--- src/rtl/mfp_ahb_arbiter.sv ---
// Two-master AHB-Lite arbiter for the MIPS core (M0) and DMA/loader (M1).
// A master that issues an address while it does not own the bus has the
// request captured into a hold register and is stalled until that transfer
// has been replayed on the shared bus and its data phase has completed.
module mfp_ahb_arbiter #(
  parameter int unsigned MAX_HOLD = 4
) (
  input  logic        HCLK,
  input  logic        HRESETn,

  input  logic [31:0] M0_HADDR,
  input  logic [1:0]  M0_HTRANS,
  input  logic        M0_HWRITE,
  input  logic [2:0]  M0_HSIZE,
  input  logic [31:0] M0_HWDATA,
  output logic [31:0] M0_HRDATA,
  output logic        M0_HREADY,
  output logic        M0_HRESP,

  input  logic [31:0] M1_HADDR,
  input  logic [1:0]  M1_HTRANS,
  input  logic        M1_HWRITE,
  input  logic [2:0]  M1_HSIZE,
  input  logic [31:0] M1_HWDATA,
  output logic [31:0] M1_HRDATA,
  output logic        M1_HREADY,
  output logic        M1_HRESP,

  output logic [31:0] S_HADDR,
  output logic [1:0]  S_HTRANS,
  output logic        S_HWRITE,
  output logic [2:0]  S_HSIZE,
  output logic [31:0] S_HWDATA,
  input  logic [31:0] S_HRDATA,
  input  logic        S_HREADY,
  input  logic        S_HRESP,

  output logic        GRANT
);

  localparam logic [1:0] HTRANS_IDLE   = 2'b00;
  localparam logic [1:0] HTRANS_NONSEQ = 2'b10;
  localparam logic [1:0] HTRANS_SEQ    = 2'b11;

  typedef enum logic {
    OWN_M0 = 1'b0,
    OWN_M1 = 1'b1
  } owner_e;

  owner_e            owner_q, owner_d, other;
  owner_e            data_owner_q;
  logic              data_valid_q;
  logic [2:0]        hold_cnt_q, hold_cnt_d;

  logic [1:0]        pend_q;
  logic [1:0][31:0]  hold_addr_q;
  logic [1:0][1:0]   hold_trans_q;
  logic [1:0]        hold_write_q;
  logic [1:0][2:0]   hold_size_q;

  logic [1:0][31:0]  live_addr, eff_addr;
  logic [1:0][1:0]   live_trans, eff_trans;
  logic [1:0]        live_write, eff_write;
  logic [1:0][2:0]   live_size, eff_size;

  logic [1:0]        req, live_req, hready, acc_own, capture;
  logic              switch_c, addr_accept;
  logic [1:0]        bus_trans;

  assign live_addr  = {M1_HADDR,   M0_HADDR};
  assign live_trans = {M1_HTRANS,  M0_HTRANS};
  assign live_write = {M1_HWRITE,  M0_HWRITE};
  assign live_size  = {M1_HSIZE,   M0_HSIZE};
  assign live_req   = {M1_HTRANS[1], M0_HTRANS[1]};

  // Effective request per master: replay the held request while it is pending.
  always_comb begin
    eff_addr  = '0;
    eff_trans = '0;
    eff_write = '0;
    eff_size  = '0;
    req       = '0;
    for (int unsigned m = 0; m < 2; m++) begin
      eff_addr[m]  = pend_q[m] ? hold_addr_q[m]  : live_addr[m];
      eff_trans[m] = pend_q[m] ? hold_trans_q[m] : live_trans[m];
      eff_write[m] = pend_q[m] ? hold_write_q[m] : live_write[m];
      eff_size[m]  = pend_q[m] ? hold_size_q[m]  : live_size[m];
      req[m]       = eff_trans[m][1];
    end
  end

  assign other = (owner_q == OWN_M0) ? OWN_M1 : OWN_M0;

  // Hand over only between bursts; the owner keeps the bus while it still
  // requests, until it has used up MAX_HOLD NONSEQ transfers under contention.
  assign switch_c = S_HREADY
                    && (eff_trans[owner_q] != HTRANS_SEQ)
                    && req[other]
                    && (!req[owner_q] || (32'(hold_cnt_q) >= MAX_HOLD));

  assign bus_trans   = switch_c ? HTRANS_IDLE : eff_trans[owner_q];
  assign addr_accept = S_HREADY && bus_trans[1];

  assign acc_own[0] = addr_accept && (owner_q == OWN_M0);
  assign acc_own[1] = addr_accept && (owner_q == OWN_M1);

  assign hready[0] = (data_valid_q && data_owner_q == OWN_M0) ? S_HREADY : ~pend_q[0];
  assign hready[1] = (data_valid_q && data_owner_q == OWN_M1) ? S_HREADY : ~pend_q[1];

  // A master that sees HREADY=1 believes its address was taken; if the bus did
  // not actually take it this edge, it must be parked in the hold register.
  assign capture = live_req & ~pend_q & hready & ~acc_own;

  // Arbitration next-state: owner hand-over and saturating hold counter.
  always_comb begin
    owner_d    = owner_q;
    hold_cnt_d = hold_cnt_q;
    if (switch_c) begin
      owner_d    = other;
      hold_cnt_d = '0;
    end else if (S_HREADY) begin
      if (!req[other]) begin
        hold_cnt_d = '0;
      end else if (addr_accept && bus_trans == HTRANS_NONSEQ && hold_cnt_q != 3'd7) begin
        hold_cnt_d = hold_cnt_q + 3'd1;
      end
    end
  end

  // Arbitration state register.
  always_ff @(posedge HCLK) begin
    if (!HRESETn) begin
      owner_q    <= OWN_M0;
      hold_cnt_q <= '0;
    end else begin
      owner_q    <= owner_d;
      hold_cnt_q <= hold_cnt_d;
    end
  end

  // Data-phase tracking plus per-master hold registers and pend flags.
  always_ff @(posedge HCLK) begin
    if (!HRESETn) begin
      data_owner_q <= OWN_M0;
      data_valid_q <= 1'b0;
      pend_q       <= '0;
      hold_addr_q  <= '0;
      hold_trans_q <= '0;
      hold_write_q <= '0;
      hold_size_q  <= '0;
    end else begin
      if (S_HREADY) begin
        data_valid_q <= addr_accept;
        if (addr_accept) begin
          data_owner_q <= owner_q;
        end
      end
      for (int unsigned m = 0; m < 2; m++) begin
        if (capture[m]) begin
          hold_addr_q[m]  <= live_addr[m];
          hold_trans_q[m] <= live_trans[m];
          hold_write_q[m] <= live_write[m];
          hold_size_q[m]  <= live_size[m];
          pend_q[m]       <= 1'b1;
        end else if (acc_own[m]) begin
          pend_q[m]       <= 1'b0;
        end
      end
    end
  end

  assign S_HADDR   = eff_addr[owner_q];
  assign S_HTRANS  = bus_trans;
  assign S_HWRITE  = eff_write[owner_q];
  assign S_HSIZE   = eff_size[owner_q];
  assign S_HWDATA  = (data_owner_q == OWN_M1) ? M1_HWDATA : M0_HWDATA;

  assign M0_HRDATA = S_HRDATA;
  assign M1_HRDATA = S_HRDATA;
  assign M0_HREADY = hready[0];
  assign M1_HREADY = hready[1];
  assign M0_HRESP  = data_valid_q && (data_owner_q == OWN_M0) && S_HRESP;
  assign M1_HRESP  = data_valid_q && (data_owner_q == OWN_M1) && S_HRESP;

  assign GRANT     = (owner_q == OWN_M1);

endmodule

--- config.mk ---
export PLATFORM = sky130hd
export DESIGN_NAME = mfp_ahb_arbiter
export DESIGN_NICKNAME = d
export VERILOG_FILES = /design/src/rtl/mfp_ahb_arbiter.sv
export SDC_FILE = /design/constraint.sdc
export NUM_CORES = 1
export LEC_CHECK = 0
export CORE_AREA = 2 2 123 125
export CTS_BUF_LIST = sky130_fd_sc_hd__clkbuf_4 sky130_fd_sc_hd__clkbuf_8
export CTS_CLUSTER_SIZE = 24
export DETAILED_ROUTE_END_ITERATION = 8
export DIE_AREA = 0 0 125 127
export PLACE_DENSITY = 0.83
export SLEW_MARGIN = 20
export SYNTH_ARGS = -nofsm -noshare
export SYNTH_HDL_FRONTEND = slang
export SYNTH_SLANG_ARGS = --single-unit
--- constraint.sdc ---
create_clock -name HCLK -period 2.75 [get_ports HCLK]
set_input_delay 0.55 -clock HCLK [delete_from_list [all_inputs] [get_ports HCLK]]
set_output_delay 0.55 -clock HCLK [all_outputs]
set_load 0.01 [all_outputs]
### Word level (Yosys, flattened, before mapping)

Cells that the tools add are included.

| operators by class | value |
|---|---|
| add/subtract/negate cells | 1 |
| $lt $le $gt $ge | 3 |
| equality and inequality tests | 4 |
| multiplexer cells | 31 |
| bitwise operators | 10 |
| reduce and logical (&&, ||, !) cells | 19 |

Operators with widths:

| operator | number |
|---|---|
| two-way mux 32 bit | 5 |
| two-way mux 3 bit | 6 |
| two-way mux 1 bit | 15 |
| logical AND 1 bit | 12 |
| two-way mux 2 bit | 5 |
| AND 2 bit | 3 |
| inverter 1 bit | 5 |
| less-than comparator 1 x 2 -> 1 bit, second input constant | 2 |
| inverter 2 bit | 2 |
| AND reduction 2 bit | 2 |
| nonzero test 2 bit | 2 |
| adder 3 x 1 -> 3 bit, second input constant | 1 |
| >= comparator 3 bit, second input constant | 1 |
| != test 3 bit, second input constant | 1 |
| equality test 2 bit, second input constant | 1 |
| != test 2 x 1 -> 1 bit, second input constant | 1 |
| != test 2 bit, second input constant | 1 |
| OR reduction 2 bit | 1 |
| zero test 1 bit | 1 |
| logical OR 1 bit | 1 |

| word-level totals | value |
|---|---|
| bits in registers | 84 |
| input bits | 176 |
| output and inout bits | 139 |
| word-level logic and storage cells | 82 |

### Logic depth before layout (Yosys ltp)

| depth | value |
|---|---|
| word-level depth | 13 |
| depth in mapped cells | 8 |

### Worst setup path before layout

Ideal clock, no wire load.

| timing | value |
|---|---|
| path kind | reg-to-output |
| from | reg pend_q[1] |
| to | out S_HADDR[25] |
| arrival | 1.663 ns |
| required time | 2.200 ns |
| slack | 0.537 ns |
| stages on the path, launching flop included | 6 |
| path buffers | 3 |
| cells stage by stage | dfxtp_1 > buf_4 > clkbuf_1 > buf_1 > mux2i_1 > a21oi_1 |

| between the ends | value |
|---|---|
| cells in the longest elaborated chain, start to end | 3 |

RTL lines:

| what | line | RTL |
|---|---|---|
| start: declaration | 55 | `logic [1:0] pend_q;` |
| start signal: assignment | 146 | `pend_q <= '0;` |
| start signal: indexed assignment | 164 | `pend_q[m] <= 1'b1;` |
| start signal: indexed assignment | 166 | `pend_q[m] <= 1'b0;` |
| two-way mux 32 bit | 84 | `eff_addr[m] = pend_q[m] ? hold_addr_q[m] : live_addr[m];` |
| two-way mux 32 bit (not written as such) (2 in series) | 172 | `assign S_HADDR = eff_addr[owner_q];` |
| end: declaration | 29 | `output logic [31:0] S_HADDR,` |

Every way passes these cells. The select of a mux whose other input is x is not followed.

### Worst setup path in the final report

| timing | value |
|---|---|
| from | in M0_HTRANS[0] |
| to | out S_HTRANS[0] |

| between the ends | value |
|---|---|
| cells in the longest elaborated chain, start to end | 8 |

RTL lines:

| what | line | RTL |
|---|---|---|
| start: declaration | 12 | `input logic [1:0] M0_HTRANS,` |
| two-way mux 2 bit (*) | 85 | `eff_trans[m] = pend_q[m] ? hold_trans_q[m] : live_trans[m];` |
| two-way mux 2 bit (not written as such) (*) (2 in series) | 97, 101 |  |
| != test 2 bit | 97 | `&& (eff_trans[owner_q] != HTRANS_SEQ)` |
| logical AND 1 bit | 97 |  |
| logical AND 1 bit | 98 | `&& req[other]` |
| logical AND 1 bit | 99 | `&& (!req[owner_q] \|\| (32'(hold_cnt_q) >= MAX_HOLD));` |
| two-way mux 2 bit (*) | 101 | `assign bus_trans = switch_c ? HTRANS_IDLE : eff_trans[owner_q];` |
| end: declaration | 30 | `output logic [1:0] S_HTRANS,` |

Mark *: on every way between the ends. The rest lies on a longest branch, timed or not. The select of a mux whose other input is x is not followed.

==> results <==
per-layer routing:
layer  track usage [%]  routed length (um)  vias up
li1                  -                   -     2527
met1              23.5                6710     2267
met2              31.9                7580      156
met3              5.07                1120       58
met4              7.84                 515        2
met5                 0                  10        -
worst paths after layout:
kind | startpoint | to | cells past startpoint
hold / removal | hold_write_q[0] | hold_write_q[0] | 2
hold reg to reg | hold_write_q[0] | hold_write_q[0] | 2
setup / recovery | M0_HTRANS[0] | S_HTRANS[0] | 7
setup reg to reg | pend_q[1] | hold_addr_q[13] | 7
through the flow:
stage	util (%)	hold WS [ps]	std cells
2_1_floorplan	-	429	675
3_3_place_gp	49.6	436	982
3_5_place_dp	49.6	442	982
4_1_cts	51.1	455	1000
5_1_grt	51.4	476	1001
6_report	51.4	455	1001
logic make-up after synthesis:
kind of cell               count (synthesis)  synth area share (%)
muxes                                     76                  15.4
AOI/OAI and AO/OA                        164                  18.0
buffers and inverters                    128                  15.1
adders and majority gates                  2                 0.476
DFF                                       84                  32.0
xor gates and xnor gates                   1                 0.166
and+or+nand+nor                          220                  18.9
registers in the layout, indices dropped and copies added (netlist names):
| signal | cells |
|---|---|
| hold_addr_q | 64 |
| hold_size_q | 6 |
| hold_trans_q | 4 |
| hold_cnt_q | 3 |
| hold_write_q | 2 |
| pend_q | 2 |
| GRANT | 1 |
| data_owner_q | 1 |
| data_valid_q | 1 |
critical path: stages:
cell and delay, ps:
clkdlybuf4s50_1 420, mux2i_1 220, nand3b_1 160, a311oi_2 360, buf_4 170, nor2_1 40, dlygate4sd2_1 280
where the power goes:
part	total, mW	internal [mW]	switching, mW
Combinational	1.27	0.692	0.576
Clock	0.900	0.424	0.476
Sequential	1.35	1.30	0.0491
Total	3.52	2.42	1.10
layout by cell type (no fill, tap or decap), types with 6 or more instances in the layout:
cell type,n
nand2_1,119
nor2b_1,37
a21oi_1,77
clkbuf_8,9
o21ai_0,28
dfxtp_1,81
nand3_1,41
buf_4,23
mux2_2,34
o21ai_1,12
mux2i_1,40
nor2_1,13
clkdlybuf4s50_1,214
a211oi_1,37
inv_1,6
final cells by class:
| type | instances | share of cell area, % |
|---|---|---|
| Timing Repair Buffer | 247 | 32.9 |
| Multi-Input combinational cell | 463 | 38.2 |
| Sequential cell | 84 | 22.8 |
| Clock buffer | 9 | 1.67 |
| Clock inverter | 7 | 1.01 |
| Tap cell | 184 | 3.11 |
| Inverter | 7 | 0.355 |
timing repair:
| item | in CTS | in global routing |
|---|---|---|
| buffers inserted | 2 | 1 |
| setup endpoints to repair | 2 | 24 |
| gates cloned | 0 | 0 |
| pin swaps | 1 | 1 |
| gates resized for setup | 7 | 8 |
==> results.sh <==
export IMPL_multi_input_area_um2=2830
export IMPL_dominantRegCellSynth="dfxtp_1"
export IMPL_post_dp_cell_area_um2=7150
export IMPL_grt_pass1_vias=4651
export IMPL_hold_buffers=0
export IMPL_fmax_mhz=363
export IMPL_worst_pin_slew_ps=496
export IMPL_gp_routability_congestion=0.855
export IMPL_vdd_drop_max_v=0.000408
export IMPL_synth_cells_most_frequent="nand2_1 (119), dfxtp_1 (84), a21oi_1 (77)"
export IMPL_status="complete, but fails checks"
export IMPL_detailedRoute_firstIterationViolations=210
export IMPL_hpwlAfterDp_mm=11.6
export IMPL_worst_setup_path_type="input pin to primary output"
export IMPL_cap_violations=0
export IMPL_synth_nets=853
export IMPL_cts_buffers=9
export IMPL_die_width_um=125
export IMPL_initial_utilization_pct=36.5
export IMPL_synth_unique_cells=35
export IMPL_synth_enable_flop_cells=0
export IMPL_setup_worst_path_start_class="input pin"
export IMPL_clkLatencyLatePin_ps=360
export IMPL_global_route_wire_length_before_repair_mm=24.3
export IMPL_place_worst_setup_slack_ps=-378
export IMPL_core_rowCount=44
export IMPL_fin_crit_ps=2750
export IMPL_detail_route_first_pass_iterations=5
export IMPL_timing_slew_headroom_pct=66.6
export IMPL_synth_seq_area_share_pct=32.0
export IMPL_synth_area_per_cell_um2=7.79
export IMPL_globalRouteOverflowTotal=0
export IMPL_finalMaxSlewViolations=0
export IMPL_power_per_cell_area_nw_per_um2=475
export IMPL_setup_violations_final=1
export IMPL_cts_reportedPaths_clkPinSlew_ps=90
export IMPL_register_area_um2=1690
export IMPL_synthMostInstantiatedCell="nand2_1"
export IMPL_static_leakage_power_nw=2.68
export IMPL_ys_ff_latch=84
export IMPL_buffer_ports_inserted=218
export IMPL_coreArea_um2=14400
export IMPL_post_route_period_util_pct=100
export IMPL_finalHoldViolCount=0
export IMPL_number_of_antenna_violations_at_the_first_check_in_global_routing=1
export IMPL_detail_route_vias_per_cell=5.00
export IMPL_grt_util_all_layers_pct=19.1
export IMPL_endpoint_kind="primary output"
export IMPL_clock_tree_buffer_depth=2
export IMPL_top_level_ports=315
export IMPL_dr_total_vias=5010
export IMPL_timing_setup_tns_ps=-1.31
export IMPL_timing_critical_path_fanout_max=3
export IMPL_yosysTopAreaCell="dfxtp_1"
export IMPL_reg2reg_setup_slack_ps=530
export IMPL_clock_skew_ps=8.25
export IMPL_number_of_fill_cells_in_the_layout=1404
export IMPL_critPathArrivalTime_ps=2200
export IMPL_final_critical_path_setup_slack_ps=-1.31
export IMPL_total_clock_sinks=84
export IMPL_detail_route_drc_violations=0
export IMPL_pin_count_of_the_biggest_net_entering_global_routing=43
export IMPL_diodes_inserted=0
export IMPL_postSynth_asyncResetShare_pct=0
export IMPL_finalNetCount=990
export IMPL_design_power_total_mw=3.52
export IMPL_synth_largest_type_area_fraction_pct=32.0
export IMPL_synth_area_top_cells="dfxtp_1 (32%), buf_4 (9.8%), nand2_1 (8.5%), mux2i_1 (7.6%), mux2_2 (7.5%)"
export IMPL_class_of_the_tightest_hold_or_removal_check="flop to flop"
export IMPL_synthesis_yosys_warnings=0
export IMPL_cts_root_buf="clkbuf_8"
export IMPL_violations="setup timing"
export IMPL_netlist_area_um2=5260
export IMPL_wirelength_mm=15.9
export IMPL_layout_drive_gt1_share_pct=11.3
export IMPL_area_delta_synth_final_pct=40.8
export IMPL_crit_required_ps=2200
export IMPL_netlist_instances=675
export IMPL_floorplan_die_height_um=127
export IMPL_wire_per_inst_um=15.9
export IMPL_tritoncts="done"
export IMPL_final_antenna_violating_net_count=0
export IMPL_design_area_um2=7410
export IMPL_fp_dieArea_um2=15900
export IMPL_htree_levels=3
export IMPL_setup_repair_after_global_routing_missed_its_margin="yes"
No activity file was read; power rests on OpenSTA's default activity.
